[src/rtl/identity_check_seq.sv]
// Stimulus sequencer and y-bus comparator for golden-vs-netlist identity runs.
// Optional MISR signature on y_dut: define IDCHK_MISR_SIG_EN.
module identity_check_seq #(
  parameter int IN_W    = 64,
  parameter int OUT_W   = 199,
  parameter int NUM_VEC = 21,
  parameter int SETTLE  = 1
) (
  input  logic             clk,
  input  logic             rst_n,
  input  logic             start,
  input  logic             abort,
  input  logic [IN_W-1:0]  seed,
  output logic [IN_W-1:0]  vec_out,
  output logic [15:0]      vec_idx,
  input  logic [OUT_W-1:0] y_ref,
  input  logic [OUT_W-1:0] y_dut,
  output logic             busy,
  output logic             done,
  output logic             pass,
  output logic [15:0]      err_cnt,
  output logic [15:0]      first_idx,
  output logic [OUT_W-1:0] first_diff,
  output logic [31:0]      sig
);

  typedef enum logic [1:0] {ST_IDLE, ST_SETTLE, ST_CHECK, ST_DONE} state_t;

  localparam logic [IN_W-1:0] TAPS      = {5'b11011, {(IN_W-5){1'b0}}};
  localparam logic [15:0]     LAST_IDX  = 16'(NUM_VEC - 1);
  localparam logic [7:0]      SETTLE_LD = 8'(SETTLE - 1);

  state_t            r_state, w_state_nxt;
  logic              r_start_q;
  logic [IN_W-1:0]   r_lfsr, r_vec_out;
  logic [15:0]       r_vec_idx, r_err_cnt, r_first_idx;
  logic [OUT_W-1:0]  r_first_diff;
  logic [7:0]        r_settle_cnt;
  logic              r_done, r_pass;
  logic              w_mismatch, w_last;
  logic [15:0]       w_err_nxt;
  logic [IN_W-1:0]   w_lfsr_step;

  assign w_mismatch  = (y_ref != y_dut);
  assign w_last      = (r_vec_idx == LAST_IDX);
  assign w_err_nxt   = (w_mismatch && r_err_cnt != 16'hFFFF) ? r_err_cnt + 16'd1 : r_err_cnt;
  assign w_lfsr_step = r_lfsr[0] ? ((r_lfsr >> 1) ^ TAPS) : (r_lfsr >> 1);

  always_ff @(posedge clk or negedge rst_n) begin
    if (!rst_n) r_state <= ST_IDLE;
    else        r_state <= w_state_nxt;
  end

  always_comb begin
    w_state_nxt = r_state;
    case (r_state)
      ST_IDLE:   if (r_start_q) w_state_nxt = ST_SETTLE;
      ST_SETTLE: begin
        if (abort)                     w_state_nxt = ST_IDLE;
        else if (r_settle_cnt == 8'd0) w_state_nxt = ST_CHECK;
      end
      ST_CHECK: begin
        if (abort)       w_state_nxt = ST_IDLE;
        else if (w_last) w_state_nxt = ST_DONE;
        else             w_state_nxt = ST_SETTLE;
      end
      ST_DONE:   w_state_nxt = ST_IDLE;
      default:   w_state_nxt = ST_IDLE;
    endcase
  end

`ifdef IDCHK_MISR_SIG_EN
  localparam int FOLD_N = (OUT_W + 31) / 32;
  logic [FOLD_N*32-1:0] w_y_pad;
  logic [31:0]          w_fold;
  logic [31:0]          r_sig;

  always_comb begin
    w_y_pad = (FOLD_N*32)'(y_dut);
    w_fold  = 32'h0;
    for (int i = 0; i < FOLD_N; i++) w_fold = w_fold ^ w_y_pad[i*32 +: 32];
  end

  // Signature is cleared on start and advances only on uninterrupted compares.
  always_ff @(posedge clk or negedge rst_n) begin
    if (!rst_n)                                 r_sig <= 32'hFFFF_FFFF;
    else if (r_state == ST_IDLE && r_start_q)   r_sig <= 32'hFFFF_FFFF;
    else if (r_state == ST_CHECK && !abort)     r_sig <= {r_sig[30:0], r_sig[31]} ^ w_fold;
  end
  assign sig = r_sig;
`else
  assign sig = 32'h0;
`endif

  // start is registered once so a run begins one edge after it is sampled.
  always_ff @(posedge clk or negedge rst_n) begin
    if (!rst_n) begin
      r_start_q    <= 1'b0;
      r_lfsr       <= '0;
      r_vec_out    <= '0;
      r_vec_idx    <= 16'd0;
      r_err_cnt    <= 16'd0;
      r_first_idx  <= 16'd0;
      r_first_diff <= '0;
      r_settle_cnt <= 8'd0;
      r_done       <= 1'b0;
      r_pass       <= 1'b0;
    end else begin
      r_start_q <= start && (r_state == ST_IDLE) && !r_start_q;
      r_done    <= 1'b0;
      case (r_state)
        ST_IDLE: begin
          if (r_start_q) begin
            r_lfsr       <= (seed == '0) ? IN_W'(1) : seed;
            r_vec_out    <= '0;
            r_vec_idx    <= 16'd0;
            r_err_cnt    <= 16'd0;
            r_first_idx  <= 16'd0;
            r_first_diff <= '0;
            r_pass       <= 1'b0;
            r_settle_cnt <= SETTLE_LD;
          end
        end
        ST_SETTLE: begin
          if (abort)                      r_pass       <= 1'b0;
          else if (r_settle_cnt != 8'd0)  r_settle_cnt <= r_settle_cnt - 8'd1;
        end
        ST_CHECK: begin
          if (abort) begin
            r_pass <= 1'b0;
          end else begin
            r_err_cnt <= w_err_nxt;
            if (w_mismatch && r_err_cnt == 16'd0) begin
              r_first_idx  <= r_vec_idx;
              r_first_diff <= y_ref ^ y_dut;
            end
            if (w_last) begin
              r_done <= 1'b1;
              r_pass <= (w_err_nxt == 16'd0);
            end else begin
              r_vec_out    <= r_lfsr;
              r_lfsr       <= w_lfsr_step;
              r_vec_idx    <= r_vec_idx + 16'd1;
              r_settle_cnt <= SETTLE_LD;
            end
          end
        end
        ST_DONE: begin
          if (abort) r_pass <= 1'b0;
        end
        default: ;
      endcase
    end
  end

  assign vec_out    = r_vec_out;
  assign vec_idx    = r_vec_idx;
  assign busy       = (r_state == ST_SETTLE) || (r_state == ST_CHECK);
  assign done       = r_done;
  assign pass       = r_pass;
  assign err_cnt    = r_err_cnt;
  assign first_idx  = r_first_idx;
  assign first_diff = r_first_diff;

endmodule

[config.mk]
export PLATFORM = sky130hd
export DESIGN_NAME = identity_check_seq
export DESIGN_NICKNAME = d
export VERILOG_FILES = /design/src/rtl/identity_check_seq.sv
export SDC_FILE = /design/constraint.sdc
export NUM_CORES = 1
export LEC_CHECK = 0
export BUFFER_PORTS_ARGS = -buffer_cell sky130_fd_sc_hd__buf_4
export CELL_PAD_IN_SITES_DETAIL_PLACEMENT = 1
export CELL_PAD_IN_SITES_GLOBAL_PLACEMENT = 1
export CORE_AREA = 2 2 321 323
export DETAILED_ROUTE_END_ITERATION = 8
export DIE_AREA = 0 0 323 325
export PLACE_DENSITY_LB_ADDON = 0.08
export SLEW_MARGIN = 20
export SYNTH_ARGS = -nofsm -noshare
export SYNTH_HDL_FRONTEND = slang
export SYNTH_SLANG_ARGS = --single-unit
[constraint.sdc]
create_clock -name clk -period 3.55 [get_ports clk]
set_input_delay 0.71 -clock clk [delete_from_list [all_inputs] [get_ports clk]]
set_output_delay 0.71 -clock clk [all_outputs]
set_load 0.005 [all_outputs]
==> impl.org <==
** Power and ir drop
- Per report_power, the clock group accounts for a little under a third of the total.
- Net Switching :: between 6 and 7 mW
- Internal power comes to 10.8 mW.
- Combinational cells account for 35.3% of the total power.
- Pleak :: 13.1 nW
- Maximum VDD drop :: 0.587 mV
- The completed layout was analyzed and its total power is 17.1 mW.
- For this design the ratio of total power to cell area is just over 600 mW/mm².
- In this run switching power makes up 37.2% of total power.
- Registers are responsible for between 30% and 40% of the overall power.

** Floorplanning
- The floorplan has 117 rows.
- The total area inside the core boundary comes to 0.101 mm².
- Initial core utilization :: 17.6%
- The floorplan step set the die width to 323 µm.
- The floorplan step defined a die boundary enclosing 0.105 mm².
- The die is 325 µm tall.
- Top Ports :: roughly 810

** Finish
- Leaving out fill and tap cells, the most frequent cell in the layout is sky130_fd_sc_hd__buf_4.
- Counting the fill cells in the layout gives roughly 11k.
- Fraction of final layout cells with drive strength greater than 1 :: between 40% and 50%
- Area growth from synthesis to final layout :: 56.3%
- In the layout the commonest cells are sky130_fd_sc_hd__buf_4 (880), sky130_fd_sc_hd__dfrtp_1 (388), sky130_fd_sc_hd__xnor2_1 (216).
- After the last flow step, the layout net total stands at roughly 2.8k.
- Measured on the finished design, the core utilization comes to 27.5%.

** Route
- Vias per std cell :: 4.35
- Post-route met1 wirelength :: 37,700 µm
- 1st-iter DRT viols :: 848
- Once detail routing completed, the nets flagged for antenna violations numbered 0.
- Via Count :: between 15k and 20k
- Detailed routing placed a total of 51,800 µm of wire on met2.
- In the final routed layout, each cell accounts on average for 26.6 µm.
- After detailed routing, no signal wire sits above met5.
- TritonRoute pass-1 iters :: 8
- Wire length reported by the detailed router :: 101,000 µm
- Met3 WL :: 9180 µm
- After detailed routing, the number of remaining DRC violations is 0.

** Worst setup path
- Setup slack on the worst reg-to-reg path comes out at about 380 ps.
- Buffers and inverters on the worst path :: 7
- Required time at the worst-slack endpoint :: ~4000 ps
- Measured in cells, the most critical reg-to-reg path has a length of 12.
- Along the worst path, the maximum fanout reaches 14.
- Total number of cells along the worst setup path :: 15
- Walking the worst path, the cells encountered are buf_4, xnor2_1, nand4_1, buf_4, nor4_1, buf_4, nand3_1, buf_4, nor4_4, buf_4, nor3_1, nor2_4, buf_12, buf_4, o2bb2ai_1.
- Cell type of the slowest stage on the worst timing path :: sky130_fd_sc_hd__nor4_1
- The most critical setup path has its endpoint at first_diff[47].
- On the critical path the largest part of the delay comes from buffers and inverters.
- The cell that appears most often on the critical path is sky130_fd_sc_hd__buf_4.
- The worst setup path is captured at a register.
- The critical path is of the in2reg type.
- Largest stage delay on the critical path :: 440 ps
- STA classifies the critical path startpoint as an input pin.
- In this run the critical register-to-register path is launched from r_state[0].
- FF-to-FF End :: vec_idx[14]
- Arrival time of the worst setup path :: 3790 ps
- The most critical setup path has its startpoint at y_dut[179].

** Global routing
- Maximum number of pins on one net before global-route repair :: between 100 and 150
- Number of global-route vias before repair :: between 15k and 20k
- The initial antenna violation count was 33.
- Global-route wire length before repair :: around 140,000 µm
- Summed over all layers, the global routing overflow is 0.
- Global-route usage over all layers :: 18.6%

** Logic synthesis
- Summed over all instances, the cell type with the most area after synthesis is sky130_fd_sc_hd__dfrtp_1.
- Mux contribution to synthesized area :: 0.0633%
- Predominant post-synthesis flop cell :: sky130_fd_sc_hd__dfrtp_1
- Yosys warning count :: 0
- Area share of and/or/nand/nor cells after synthesis :: 8.10%
- Post-synthesis register bit count :: ~390
- Of the total synthesized cell area, the portion taken by full adders, half adders and majority gates is 0.773%.
- In this run, synthesis inferred 0 flip-flops with an integrated enable.
- Summing the sequential cell areas from Yosys gives 54.5% of the chip area.
- Averaged over all synthesized cells, the footprint is around 12 µm².
- Area fraction in compound gates after synthesis :: 20.0%
- Fraction of synthesized cell area in xor and xnor cells :: 11.1%
- Largest family of logic cells by synthesized area :: compound AO/OA/AOI/OAI gates
- Cell types occupying the most area after synthesis :: sky130_fd_sc_hd__dfrtp_1 (55%), sky130_fd_sc_hd__xnor2_1 (11%), sky130_fd_sc_hd__o2bb2ai_1 (9.8%)
- Count of cell types in the netlist :: 56
- Share of synthesized flip-flops with an asynchronous set or reset :: 100%
- The top cell type by area accounts for approximately 55% of the synthesized area.
- The synthesized netlist occupies a cell area of 0.0178 mm².
- Syn Inst Count :: roughly 1.5k

** STA
- Max Fclk :: 305 MHz
- Setup repair after global routing missed its margin :: false
- Worst-margin pin slew :: around 900 ps
- Clock skew on the completed layout was measured at 40.0 ps.
- The max-slew violation count is 0.
- Slew HR :: 39.6%
- The final hold violation count came to 0.
- Final setup violation count :: 0
- Fraction of the cycle the final worst path needs :: 92.4%
- Fin crit period :: 3280 ps

** Clocking
- Skew-Pair Late Insertion Delay :: 630 ps
- Clock tree synthesis inserted a total of 52 buffers.
- Number of clock sinks seen by CTS :: 388
- The H-tree was split into 2 levels.
- CTS hold repair buffers :: 0
- The clock passes through at most 3 buffers.
- Once the clock tree was built, the setup fixing pass inserted 0 buffers.
- Clock Pin Slew Worst Setup and Hold Paths :: 60 ps
- TritonCTS built the clock tree.
- The root buffer cell chosen for the clock tree is sky130_fd_sc_hd__clkbuf_16.

** Run
- The tool flagged a number of max-cap violations equal to 0.

** Place
- At the end of routability-driven placement, the weighted congestion stood at 0.852.
- Quantity of I/O buffers inserted on ports :: 779
- Dpl hpwl :: 81,300 µm

** Outcome
- The flow ran to the end, and the final reports show no timing, DRC or antenna violations.

** Worst hold path
- In this run the worst hold path is classified as in2async.
layout make-up:
class	count	area, µm²	area share, %
flip-flops and latches	388	9710	34.9
multi-input cells	951	7330	26.3
repair buffers	902	7040	25.3
well taps	1368	1710	6.15
clock buffers	78	1580	5.68
inverters	72	270	0.971
clock inverters	19	166	0.598
diodes	7	17.5	0.0629
routing by layer:
layer | vias to the layer above | global-route usage (%)
li1 | 7363 | -
met1 | 8393 | 20.4
met2 | 562 | 33.6
met3 | 116 | 6.94
met4 | 14 | 4.61
met5 | - | 0
repair_timing:
| action | 4_1_cts | 5_1_grt |
|---|---|---|
| cloned | 0 | 0 |
| pin swaps | 1 | 3 |
| resized for setup | 2 | 4 |
| endpoints found under the setup margin | 231 | 1 |
worst register-to-register path: stages (launching register included):
cell	delay, ps
sky130_fd_sc_hd__dfrtp_1	440
sky130_fd_sc_hd__inv_1	100
sky130_fd_sc_hd__ha_1	380
sky130_fd_sc_hd__nor2b_1	320
sky130_fd_sc_hd__o21ai_0	180
sky130_fd_sc_hd__buf_4	230
sky130_fd_sc_hd__a21oi_1	290
sky130_fd_sc_hd__buf_4	200
sky130_fd_sc_hd__nand4_1	300
sky130_fd_sc_hd__nor2_1	260
sky130_fd_sc_hd__nand4_1	130
sky130_fd_sc_hd__xor2_1	170
sky130_fd_sc_hd__nor2_1	60
synth_stat cells, types with 8 or more instances:
cell	number
sky130_fd_sc_hd__o22ai_1	9
sky130_fd_sc_hd__buf_4	47
sky130_fd_sc_hd__xor2_1	8
sky130_fd_sc_hd__inv_1	72
sky130_fd_sc_hd__nand3_1	22
sky130_fd_sc_hd__buf_1	8
sky130_fd_sc_hd__and3_1	8
sky130_fd_sc_hd__nand4_1	64
sky130_fd_sc_hd__a222oi_1	58
sky130_fd_sc_hd__nor3_1	12
sky130_fd_sc_hd__xnor2_1	217
sky130_fd_sc_hd__clkbuf_1	51
sky130_fd_sc_hd__dfrtp_1	388
sky130_fd_sc_hd__nand2_1	39
sky130_fd_sc_hd__o21ai_0	31
sky130_fd_sc_hd__a22o_1	75
sky130_fd_sc_hd__nor2_1	42
sky130_fd_sc_hd__o2bb2ai_1	199
sky130_fd_sc_hd__a31oi_1	14
sky130_fd_sc_hd__nor4_1	35
sky130_fd_sc_hd__buf_2	23
sky130_fd_sc_hd__ha_1	11
sky130_fd_sc_hd__a21oi_1	15
flip-flops by register name, summed over array words and instances, names as in the netlist:
name          cells
first_idx        16
r_start_q         1
vec_idx          16
first_diff      199
r_lfsr           64
r_state           2
err_cnt          16
done              1
vec_out          64
r_settle_cnt      8
pass              1
metrics by stage:
stage	setup TNS (ps)	cell area, µm²	worst slack [ps]	hold slack, ps	cells
2_1_floorplan	0	17900	760	414	1541
3_3_place_gp	-222530	26000	-1200	458	3681
3_5_place_dp	-234780	26000	-1200	468	3681
4_1_cts	0	27800	27.3	122	3778
5_1_grt	0	27800	14.1	132	3782
6_report	0	27800	270	106	3785
power groups by stage:
stage               clock network, mW  registers (mW)  logic, mW
global placement                    0            5.75       6.14
finish                           5.40            5.70       6.05
floorplan                           0            5.59       3.20
global route                     5.79            5.79       6.64
detailed placement                  0            5.77       6.21
CTS                              5.64            5.70       6.23
kinds of logic (layout without fill, tap and decap cells):
group / Yosys count / in the layout
AOI/OAI and AO/OA: 424 / 424
DFF: 388 / 388
and+or+nand+nor: 258 / 258
xor gates and xnor gates: 225 / 225
buffers and inverters: 202 / 1071
adders and majority gates: 11 / 11
other: 1 / 39
muxes: 1 / 1
how the worst min path moves through the flow:
| stage | start | end | slack [ps] | cells after the start |
|---|---|---|---|---|
| 6_report | rst_n | first_diff[53] | 110 | 1 |
| 5_1_grt | rst_n | first_diff[53] | 130 | 1 |
| 4_1_cts | rst_n | first_diff[32] | 120 | 1 |
| 3_5_place_dp | vec_out[42] | vec_out[42] | 470 | 2 |
| 3_3_place_gp | vec_out[61] | vec_out[61] | 460 | 2 |
| 2_1_floorplan | rst_n | done | 410 | 0 |
No activity file was read; power rests on OpenSTA's default activity.
